$ cat config.mk
export PLATFORM = sky130hd
export DESIGN_NAME = counter_ctrl
export DESIGN_NICKNAME = d
export VERILOG_FILES = /design/src/rtl/counter_ctrl.sv
export SDC_FILE = /design/constraint.sdc
export NUM_CORES = 1
export LEC_CHECK = 0
export BUFFER_PORTS_ARGS = -buffer_cell sky130_fd_sc_hd__buf_2
export CORE_ASPECT_RATIO = 1.1
export CORE_MARGIN = 1
export CORE_UTILIZATION = 40
export CTS_CLUSTER_DIAMETER = 100
export DETAILED_ROUTE_END_ITERATION = 7
export GPL_TIMING_DRIVEN = 0
export SLEW_MARGIN = 20
export SYNTH_ARGS = -nofsm -noshare
export SYNTH_HDL_FRONTEND = slang
export SYNTH_SLANG_ARGS = --single-unit
$ cat constraint.sdc
create_clock -name clk -period 2.7 [get_ports clk]
set_input_delay 0 -clock clk [delete_from_list [all_inputs] [get_ports clk]]
set_output_delay 0 -clock clk [all_outputs]
set_load 0.005 [all_outputs]
$ cat src/rtl/counter_ctrl.sv
// counter_ctrl: command-driven sequencer for a free-running up-counter.
// START/PAUSE/RESUME/STOP arrive over a valid/ready handshake. The count runs
// against a terminal value in one-shot or periodic mode, optionally prescaled
// by TICK_DIV. Completion is reported as a done pulse plus a saturating
// completed-period count.
module counter_ctrl #(
  parameter int WIDTH    = 32,
  parameter int PCNT_W   = 16,
  parameter int TICK_DIV = 1
) (
  input  logic              clk,
  input  logic              reset,
  input  logic              cmd_valid,
  output logic              cmd_ready,
  input  logic [1:0]        cmd_op,
  input  logic [WIDTH-1:0]  limit,
  input  logic              periodic,
  output logic [WIDTH-1:0]  result,
  output logic              busy,
  output logic              done,
  output logic              cmd_err,
  output logic [PCNT_W-1:0] periods
);

  typedef enum logic [1:0] {S_IDLE, S_RUN, S_PAUSE, S_DONE} state_t;

  localparam logic [1:0] OP_START  = 2'b00;
  localparam logic [1:0] OP_PAUSE  = 2'b01;
  localparam logic [1:0] OP_RESUME = 2'b10;
  localparam logic [1:0] OP_STOP   = 2'b11;

  // Prescaler needs at least one bit even when every clock is a tick.
  localparam int            PW         = (TICK_DIV > 1) ? $clog2(TICK_DIV) : 1;
  localparam logic [PW-1:0] PRESC_LAST = PW'(TICK_DIV - 1);

  state_t              state_q, state_d;
  logic [WIDTH-1:0]    result_q, result_d;
  logic [WIDTH-1:0]    limit_q, limit_d;
  logic                mode_q, mode_d;
  logic [PCNT_W-1:0]   periods_q, periods_d;
  logic [PW-1:0]       presc_q, presc_d;
  logic                done_q, done_d;
  logic                err_q, err_d;
  logic                ready_q, ready_d;

  logic accept;
  logic tick;

  assign accept = cmd_valid & ready_q;
  assign tick   = (state_q == S_RUN) && (presc_q == PRESC_LAST);

  // Next-state logic: an accepted command pre-empts any tick in the same cycle.
  always_comb begin
    state_d   = state_q;
    result_d  = result_q;
    limit_d   = limit_q;
    mode_d    = mode_q;
    periods_d = periods_q;
    presc_d   = presc_q;
    done_d    = 1'b0;
    err_d     = 1'b0;
    // Ready is withheld for the single cycle following every accept.
    ready_d   = ~accept;

    if (accept) begin
      case (cmd_op)
        OP_START: begin
          limit_d   = limit;
          mode_d    = periodic;
          result_d  = '0;
          periods_d = '0;
          presc_d   = '0;
          state_d   = S_RUN;
        end
        OP_PAUSE: begin
          if (state_q == S_RUN) state_d = S_PAUSE;
          else                  err_d   = 1'b1;
        end
        OP_RESUME: begin
          if (state_q == S_PAUSE) begin
            state_d = S_RUN;
            presc_d = '0;
          end else begin
            err_d = 1'b1;
          end
        end
        OP_STOP: begin
          state_d = S_IDLE;
        end
      endcase
    end else if (state_q == S_RUN) begin
      if (tick) begin
        presc_d = '0;
        if (result_q != limit_q) begin
          result_d = result_q + WIDTH'(1);
        end else begin
          done_d = 1'b1;
          if (periods_q != '1) periods_d = periods_q + PCNT_W'(1);
          // One-shot parks on the limit; periodic wraps to zero and keeps running.
          if (mode_q) result_d = '0;
          else        state_d  = S_DONE;
        end
      end else begin
        presc_d = presc_q + PW'(1);
      end
    end
  end

  // State and output registers, cleared immediately by the async reset.
  always_ff @(posedge clk or posedge reset) begin
    if (reset) begin
      state_q   <= S_IDLE;
      result_q  <= '0;
      limit_q   <= '0;
      mode_q    <= 1'b0;
      periods_q <= '0;
      presc_q   <= '0;
      done_q    <= 1'b0;
      err_q     <= 1'b0;
      ready_q   <= 1'b1;
    end else begin
      state_q   <= state_d;
      result_q  <= result_d;
      limit_q   <= limit_d;
      mode_q    <= mode_d;
      periods_q <= periods_d;
      presc_q   <= presc_d;
      done_q    <= done_d;
      err_q     <= err_d;
      ready_q   <= ready_d;
    end
  end

  assign cmd_ready = ready_q;
  assign result    = result_q;
  assign busy      = (state_q == S_RUN) || (state_q == S_PAUSE);
  assign done      = done_q;
  assign cmd_err   = err_q;
  assign periods   = periods_q;

endmodule

==> summary.md <==
| Metric | Value |
|---|---|
| DRC violations left | 0 |
| DRT Pass-1 Iters | 5 |
| Critical-path cell list | ha_1 -> nand3_2 -> nor4_4 -> nand4_1 -> or4_1 -> and3_1 -> a221o_1 |
| Critical path endpoint category | flop |
| Max Slew Vio Count | 0 |
| Tmin final | 2.533 ns |
| Syn nets | 512 |
| IO Port Bufs | 89 |
| GP Congestion | 0.9039 |
| Reg2Reg Depth | 7 |
| PD cells | 745.9 nW/um2 |
| VDD IR max | 0.0004016 V |
| # diodes | 0 |
| Critical R2R Launch | result[0] |
| Crit-path slowest cell | dfrtp_1 |
| FF-to-FF End | result[26] |
| HPWL after DPL | 9.177 mm |
| Skew final | 0.006301 ns |
| CTS sink cnt | 87 |
| Leakage | 2.760 nW |
| DRC marker count from the first detailed-route iteration | 182 |
| Share of layout cells above drive strength 1 | 27.90% |
| Vias/cell | 5.421 |
| Clock Path Buffers | 2 |
| FMAX | 394.7 MHz |
| Status | finished clean |
| Final core utilization | 53.82% |
| DP Cell Count | 705 |
| Final hold violations | 0 |
| Gr usage total | 21.82% |
| CTS tree | yes |
| Nets | 655 |
| Die X | 105.7 um |
| Crit path kind | flop to flop |
| Initial Util | 41.18% |
| CP max FO | 6 |
| Hold crit path type | primary input to flop |
| Root buf cell | clkbuf_16 |
| Number of max-cap violations | 0 |
| Die H | 116.1 um |
| Crit path arrival time | 2.76 ns |
| Reg2reg setup slack | 0.17 ns |
| Post-synth top area share | 45.48% |
| Cell Rows | 41 |
| Worst setup path end | result[26] |
| Pin count of the biggest net entering global routing | 53 |
| Most frequent cells in the layout | buf_2, dfrtp_1, nand2_1, xnor2_1, dlygate4sd3_1 |
| Routed WL per cell | 16.93 um |
| Synth Cell Area | 4732 um2 |
| H-tree depth | 3 |
| CP Launch Type | flop |
| Final setup viols | 0 |
| Overflow after GRT | 0 |
| Reg clk slew, reported paths | 0.06 ns |
| Die area | 12270 um2 |
| Number of enable flip-flop cells after synthesis | 0 |
| Worst Tran Pin Value | 0.7257 ns |
| Core Region | 11490 um2 |
| Tcrit/Tclk final | 93.83% |
| First-pass GRT wire length | 20.49 mm |
| Rel. slew slack | 51.25% |
| Most used DFF post-synth | dfrtp_1 |
| Cell variety after synth | 53 |
| Top cells by area, synth | dfrtp_1, mux2_2, xnor2_1 |
| CTS buffer count | 9 |
| Initial antenna violation count | 0 |
| Routed WL | 12.92 mm |
| Synthesized flop and latch total | 87 |
| Non-filler cells, final | 763 |
| CP startpoint | result[0] |
| Crit-path max cell delay | 0.47 ns |
| Syn_area_per_cell | 10.18 um2 |
| Largest area contributor in the netlist | dfrtp_1 |
| Synthesis-to-layout area growth | 30.70% |
| RSZ-0062 raised after global routing | no |
| Ys async rst share | 100.0% |
| # IOs | 90 |
| Hold Path Origin | cmd_op[1] |
| Via count | 4136 |
| CP Data Required Time | 2.92 ns |
| Vias in the first global route | 4008 |
| Synthesized instance count | 465 |
| Commonest non-fill, non-tap cell in the layout | buf_2 |
| Seq/Total Area, Yosys | 46.03% |
| Antenna Violating Nets Remaining | 0 |
| Clk Latency, worst-skew pair | 0.34 ns |
| YS warnings | 0 |
-- routing by layer --
layer  vias to the layer above  GRT usage, %  routed length (um)
met4                         0         9.537                 332
met2                       110         38.00                6629
li1                       1957             -                   -
met5                         -             0                   0
met3                        23         3.993                 534
met1                      2046         26.59                5423
-- cells by family (layout without fill, tap and decap cells) --
logic type | after synthesis | in the layout | synth area share [%]
buffers and inverters | 45 | 193 | 3.675
AOI/OAI and AO/OA | 73 | 73 | 10.92
and+or+nand+nor | 169 | 169 | 19.78
xor gates and xnor gates | 38 | 38 | 7.033
adders and majority gates | 9 | 9 | 2.380
DFF | 87 | 87 | 46.03
muxes | 44 | 44 | 10.18
-- how the worst min path moves through the flow --
| stage | cells past startpoint | slack (ns) | to |
|---|---|---|---|
| 2_1_floorplan | 1 | 0.15 | limit_q[19] |
| 3_3_place_gp | 2 | 0.23 | limit_q[26] |
| 3_5_place_dp | 2 | 0.02 | limit_q[30] |
| 4_1_cts | 4 | 0.10 | state_q[0] |
| 5_1_grt | 4 | 0.14 | state_q[0] |
| 6_report | 4 | 0.10 | state_q[0] |
-- final cells by class --
cell class | instances | area, um2
multi-input cells | 333 | 2437
clock inverters | 2 | 37.54
well taps | 150 | 187.7
plain buffers | 15 | 66.31
clock buffers | 14 | 274.0
flip-flops and latches | 87 | 2178
repair buffers | 132 | 885.9
fillers | 1071 | 5306
inverters | 30 | 117.6
-- sequential cells by signal, summed over array words and instances, names as in the netlist --
register,cells
mode_q,1
presc_q,1
result,32
limit_q,32
cmd_err,1
periods,16
cmd_ready,1
state_q,2
done,1
-- worst max-delay path, delay by kind of cell, from the launching register on --
family	cells	cell delay [ns]
AND/OR/NAND/NOR	5	1.45
flip-flops	1	0.47
adder cells (fa/ha/maj)	1	0.25
AO/OA/AOI/OAI	1	0.25
-- what timing repair did --
action	CTS	global route
endpoints found under the setup margin	38	40
endpoints found under the hold margin	68	0
resized for setup	6	10
buffers inserted	3	5
pin swaps	2	3
hold buffers	34	0
-- stage by stage --
step / hold slack [ns] / instance area, um2 / power [mW] / TNS [ns] / setup WS (ns)
finish: 0.1038 / 6185 / 4.613 / 0 / 0.1666
CTS: 0.1006 / 6113 / 4.637 / 0 / 0.007577
floorplan: 0.1517 / 4732 / 2.696 / 0 / 0.4132
global placement: 0.2325 / 5365 / 3.209 / -69.85 / -0.7430
global route: 0.1404 / 6185 / 4.878 / 0 / 0.01171
detailed placement: 0.02387 / 5398 / 3.245 / -6.632 / -0.3077
-- cell usage after synthesis (3+ instances only) --
cell and n:
xnor2_1 35, nand2b_1 14, inv_1 30, a31oi_1 4
nand3b_1 4, nand4_1 15, dfrtp_1 86, o22ai_1 3
nand3_1 21, and3_1 8, mux2i_1 11, xor2_1 3
o311ai_0 5, o21ai_0 22, o31ai_1 6, a21oi_1 6
o211ai_1 4, clkbuf_1 10, and2_1 6, nor3_1 16
mux2_2 33, o221ai_1 4, nor4_1 8, buf_2 3
nand2_1 36, or4_1 4, ha_1 9, a22o_1 6
nor2_1 23
-- report_power, final --
| part | internal, mW | switching (mW) | leakage, nW |
|---|---|---|---|
| combinational | 0.647 | 0.704 | 1.50 |
| clock | 0.794 | 0.512 | 0.149 |
| sequential | 1.58 | 0.379 | 1.11 |
Power figures use the tool's default switching activity.
